--- config.mk ---
export PLATFORM = sky130hd
export DESIGN_NAME = can_bit_stuffer
export DESIGN_NICKNAME = d
export VERILOG_FILES = /design/src/rtl/can_bit_stuffer.sv
export SDC_FILE = /design/constraint.sdc
export NUM_CORES = 1
export LEC_CHECK = 0
export ABC_AREA = 1
export BUFFER_PORTS_ARGS = -buffer_cell sky130_fd_sc_hd__buf_4
export CAP_MARGIN = 15
export CORE_MARGIN = 1.5
export CORE_UTILIZATION = 46
export DETAILED_ROUTE_END_ITERATION = 12
export PLACE_DENSITY = 0.71
export SETUP_SLACK_MARGIN = 0.05
export SYNTH_ARGS = -nofsm -noshare
export SYNTH_HDL_FRONTEND = slang
export SYNTH_SLANG_ARGS = --single-unit
--- constraint.sdc ---
create_clock -name clk -period 1.58 [get_ports clk]
set_clock_uncertainty 0.05 [all_clocks]
set_input_delay 0.395 -clock clk [delete_from_list [all_inputs] [get_ports clk]]
set_output_delay 0.395 -clock clk [all_outputs]
set_load 0.005 [all_outputs]
--- src/rtl/can_bit_stuffer.sv ---
// rtl/can_bit_stuffer.sv - CAN transmit-side bit stuffer
// Inserts one complementary bit after STUFF_LEN identical line bits while stuff_en is high.
module can_bit_stuffer #(
  parameter int unsigned STUFF_LEN = 5
) (
  input  logic       clk,
  input  logic       reset,
  input  logic       bit_tick,
  input  logic       tx_bit,
  input  logic       stuff_en,
  output logic       tx,
  output logic       bit_taken,
  output logic       stuff_flag,
  output logic [3:0] run_cnt
);

  typedef enum logic [1:0] {PASS, STUFF_RUN, INSERT} state_t;

  localparam logic [3:0] LEN = 4'(STUFF_LEN);

  state_t     state, state_next;
  logic       last_bit, last_next;
  logic       tx_next, taken_next, stuff_next;
  logic [3:0] cnt_next;

  always_ff @(posedge clk) begin
    if (reset) begin
      state      <= PASS;
      tx         <= 1'b1;
      last_bit   <= 1'b1;
      run_cnt    <= 4'd0;
      bit_taken  <= 1'b0;
      stuff_flag <= 1'b0;
    end else begin
      state      <= state_next;
      tx         <= tx_next;
      last_bit   <= last_next;
      run_cnt    <= cnt_next;
      bit_taken  <= taken_next;
      stuff_flag <= stuff_next;
    end
  end

  // A stuff bit already owed when stuff_en drops is still sent before PASS.
  always_comb begin
    state_next = state;
    if (bit_tick) begin
      case (state)
        PASS:      if (stuff_en) state_next = STUFF_RUN;
        STUFF_RUN: begin
          if (!stuff_en)             state_next = PASS;
          else if (cnt_next == LEN)  state_next = INSERT;
        end
        INSERT:    state_next = stuff_en ? STUFF_RUN : PASS;
        default:   state_next = PASS;
      endcase
    end
  end

  always_comb begin
    tx_next    = tx;
    last_next  = last_bit;
    cnt_next   = run_cnt;
    taken_next = 1'b0;
    stuff_next = 1'b0;
    if (bit_tick) begin
      case (state)
        STUFF_RUN: begin
          tx_next    = tx_bit;
          last_next  = tx_bit;
          taken_next = 1'b1;
          if (!stuff_en)
            cnt_next = 4'd0;
          else if (tx_bit != last_bit)
            cnt_next = 4'd1;
          else if (run_cnt < LEN)
            cnt_next = run_cnt + 4'd1;
          else
            cnt_next = LEN;
        end
        INSERT: begin
          tx_next    = ~last_bit;
          last_next  = ~last_bit;
          stuff_next = 1'b1;
          cnt_next   = 4'd1;
        end
        default: begin
          tx_next    = tx_bit;
          last_next  = tx_bit;
          taken_next = 1'b1;
          cnt_next   = stuff_en ? 4'd1 : 4'd0;
        end
      endcase
    end
  end

endmodule

* Word level (Yosys, flattened, before mapping)
Cells that the tools add are included.
** Word-level totals
- Flip-flop bits (word level) :: 9
- Bits of input ports :: 5
- Output and inout bits :: 7
- Word-level logic and storage cells :: 32
** Cells by class
- $add $sub $neg :: 1
- Magnitude comparators :: 1
- Eq/ne operators :: 6
- Muxes and demuxes :: 14
- Bitwise operators :: 2
- Reduce and logical (&&, ||, !) cells :: 3
** Operators with widths (count)
- $mux W4 :: 4
- $pmux W4 S2 :: 1
- $mux W2 :: 3
- $pmux W2 S3 :: 1
- $mux W1 :: 5
- $add A4 B1 Y4 const B :: 1
- $eq A4 B3 Y1 const B :: 1
- $lt A4 B3 Y1 const B :: 1
- $ne A3 B3 Y1 const B :: 1
- $reduce_and A3 Y1 :: 1
- $eq A2 B1 Y1 const B :: 1
- $eq A2 B2 Y1 const B :: 1
- $logic_not A2 Y1 :: 1
- $ne A2 B2 Y1 const B :: 1
- $not A1 Y1 :: 2
- $reduce_or A2 Y1 :: 1
- $ne A1 B1 Y1 :: 1

* Longest topological paths before layout
- Depth in word-level cells :: 10
- Mapped depth :: 15
- Mapped depth without buffers :: 15

* Worst setup path before layout
No wires, ideal clock.
- Kind :: reg2reg
- Start point :: reg state[0]
- End point :: reg state[0]
- Setup time :: 0.115 ns
- Arrival time :: 1.457 ns
- Data required time :: 1.415 ns
- Setup slack :: -0.042 ns
- Stages on the path, launching flop included :: 15
- Path buffers :: 0
- Period minus slack after synthesis :: 1.622 ns
- Cell sequence :: dfxtp_1 -> inv_1 -> ha_1 -> nand2_2 -> nor2_2 -> nand2_2 -> nor2_1 -> nor2_1 -> nand2_1 -> nor2_1 -> nand2_1 -> nand2_2 -> nand3_1 -> nand2_1 -> nor2_1
** Between the ends
- Word-level cells in the longest chain between the ends :: 6
- Elaborated cells between the ends (all ways) :: 10
- Classes of those cells :: eq/ne (5); mux (3); reduce/logical (2)
** RTL lines
- from (decl) :: RTL line 21 : state_t state, state_next;
- from (signal assigned) :: RTL line 35 : state <= state_next;
- $eq A2 B2 Y1 or $eq A2 B1 Y1 (tied branches) :: RTL line 48, 67
- $pmux W4 S2 :: RTL line 67 : case (state)
- $mux W4 :: RTL line 66 : if (bit_tick) begin
- $eq A4 B3 Y1 :: RTL line 52 : else if (cnt_next == LEN) state_next = INSERT;
- $ne A3 B3 Y1 (no source line)
- $reduce_and A3 Y1 (no source line)
Several ways; a longest one is shown, not always the timed one.
A chain may end at the register's enable or synchronous reset.

* Worst setup path in the final report
Same ends and word-level chain as after synthesis.

==> flow_summary.toml <==
[critical_path]
crit_buf_inv = 2
max_stage_delay_ps = 350
worstPathRequired_ps = 1690
cp.arrival_ps = 1820
cp_common_cell = "nand2_2"
slowest_stage = "dfxtp_2"
crit_fanout = 4
startpoint_type = "flip-flop"
crit_chain = "inv_2, ha_4, nand2_4, nor2_4, nand2_2, inv_2, nand2_2, nand2_2, nand2_1, nor2_1, nand2_1, nand2_2, nand3_1, nand2_1, nor2_1"
cp-end-kind = "flip-flop"
critPathTopFamily = "simple AND/OR/NAND/NOR gates"
crit_type = "flip-flop to flip-flop"

[routing]
viasPerCell = 4.89
vias = 670
wl_um = 1580
route.detailed.drc = 0
drt-pass1-iter-count = 5
drtIter0Drc = 17
ant_nets = 0
wl_per_cell_um = 11.6

[synth]
synthCells = 94
synth-compound-area-share_pct = 11.2
synth.distinct_cells = 16
syn_area_sq_um = 606
synth_seq_cells = 9
synth_mux_area_share_pct = 0
synth_xor_area_share_pct = 1.45
ys_seq_area_share_pct = 29.8
synthAdderAreaFrac_pct = 12.4
synth.avg_cell_area_sq_um = 6.44
synthSimpleGateAreaFrac_pct = 34.1
yosysWarnings = 0
synth_top_family_by_area = "simple AND/OR/NAND/NOR gates"
synth_nets = 105

[timing]
hold_viol_final = 0
max_freq_mhz = 587
finalCritPeriodShare_pct = 108
slew_violations = 0
setup_ws_ps = -123
worst_slew_pin_slew_ps = 359
finalSetupViolations = 2
relSlewSlack_pct = 76.1
rsz0062_at_grt = "true"
min_period_ps = 1700
holdWs_ps = 279

[global_route]
overflow = 0
track_usage_pct = 24.8
grt_max_degree = 7
grt_pass1_wl_um = 2540
grt_pass1_vias = 664
antenna_found_initial = 0

[cts]
cts_hold_buf = 0
cts_root_buffer = "clkbuf_4"
cts_tree = "yes"
htreeDepth = 1
clk-insertion-delay-late_ps = 270
clock_sinks = 9
cts_made_buffers = 3
clk_pin_slew_worst_paths_ps = 60
clockBufferDepth = 2

[final_layout]
drive_above_1_share_pct = 38.2
num_antenna_cells = 0
layout.nets = 135
final_util_pct = 74.6
stdcell_area_sq_um = 873
area_delta_synth_final_pct = 44.2
final.fill_count = 103

[power_and_ir_drop]
leakagePower_nw = 0.472
peakVddDrop_uv = 470
power_density_nw_per_um2 = 716

[hold_path]
hold_class = "primary input to flip-flop"

[floorplan]
initial_core_util_pct = 51.7
chipHeight_um = 39.3
rows = 12
die_area_sq_um = 1540
dieWidth_um = 39.3
core_area_sq_um = 1170
ios = 12

[placed_design]
hpwl_um = 1240
post_dp_cell_area_sq_um = 812
place.gp.congestion = 0.819
io_buffer_count = 11

[status]
violations = "setup timing"
status = "finished with violations"

[flow_run]
cap_violations = 0
kinds of logic after synthesis:
kind of cell,after synthesis
fa+ha+maj,6
compound gates,12
xor+xnor,1
flops,9
simple gates,48
buf+inv,18
state kept, by name (all words and copies together) (netlist names):
name / cells
stuff_flag: 1
last_bit: 1
state: 2
bit_taken: 1
run_cnt: 4
cells in the mapped netlist (all sizes together):
| cell | n | area (sq um) |
|---|---|---|
| o21bai | 1 | 7.51 |
| nand3 | 4 | 20.0 |
| a21oi | 8 | 40.0 |
| ha | 6 | 75.1 |
| xnor2 | 1 | 8.76 |
| o21ai | 1 | 5.00 |
| nor3 | 1 | 5.00 |
| nor2 | 12 | 47.6 |
| inv | 18 | 67.6 |
| and3 | 1 | 6.26 |
| dfxtp | 9 | 180 |
| o211ai | 2 | 15.0 |
| nand2 | 30 | 128 |
stage by stage:
| step | worst slack [ps] | power, W | std cells | TNS (ps) |
|---|---|---|---|---|
| after floorplan | 48.9 | 0.000354 | 94 | 0 |
| after global routing | -275 | 0.000660 | 137 | -524 |
| after global placement | -42.5 | 0.000421 | 131 | -79.2 |
| after detailed placement | -83.5 | 0.000425 | 131 | -148 |
| after CTS | -93.1 | 0.000612 | 136 | -175 |
| final | -123 | 0.000625 | 137 | -221 |
metal layers:
metal	up-vias	GRT usage [%]	share of wire, %
met3	5	5.11	5.7
met2	22	44.6	49
li1	345	-	-
met1	298	27.9	43
met5	-	0	0
met4	0	10.3	2.0
area by class of cell:
type	count	area (sq um)	share of cell area (%)
clock buffers	4	26.3	3.01
inverters	18	67.6	7.74
multi-input cells	67	390	44.7
flip-flops and latches	9	184	21.1
well taps	14	17.5	2.01
repair buffers	25	188	21.5
path summary, 6_finish.rpt:
kind         slack (ps)  depth (start not counted)               endpoint             startpoint
min                 280                          2  run_cnt[1]$_SDFF_PP0_                  reset
max                -120                         15  state[0]$_SDFFE_PP0P_  state[0]$_SDFFE_PP0P_
min reg2reg         510                          2  last_bit$_SDFFE_PP1P_  last_bit$_SDFFE_PP1P_
max reg2reg        -120                         15  state[0]$_SDFFE_PP0P_  state[0]$_SDFFE_PP0P_
layout by cell type, fill, tap and decap left out:
| cell type | instances |
|---|---|
| a21oi_1 | 8 |
| and3_1 | 1 |
| buf_4 | 25 |
| clkbuf_1 | 1 |
| clkbuf_4 | 3 |
| dfxtp_1 | 6 |
| dfxtp_2 | 3 |
| ha_1 | 5 |
| ha_4 | 1 |
| inv_1 | 13 |
| inv_2 | 5 |
| nand2_1 | 22 |
| nand2_2 | 7 |
| nand2_4 | 1 |
| nand3_1 | 3 |
| nand3_2 | 1 |
| nor2_1 | 11 |
| nor2_4 | 1 |
| nor3_1 | 1 |
| o211ai_1 | 2 |
| o21ai_0 | 1 |
| o21bai_1 | 1 |
| xnor2_1 | 1 |
where the power goes:
part	internal [W]	switching, W	total, W
combinational	0.0000872	0.0000988	0.000186
sequential	0.000242	0.0000108	0.000253
clock	0.0000978	0.0000886	0.000186
repair_timing:
action | CTS | global route
setup endpoints to repair | 2 | 2
gates cloned | 0 | 0
resized for setup | 0 | 5
endpoints found under the hold margin | 0 | 0
buffers inserted | 1 | 1
pin swaps | 2 | 1
(Power assumes the default switching activity.)
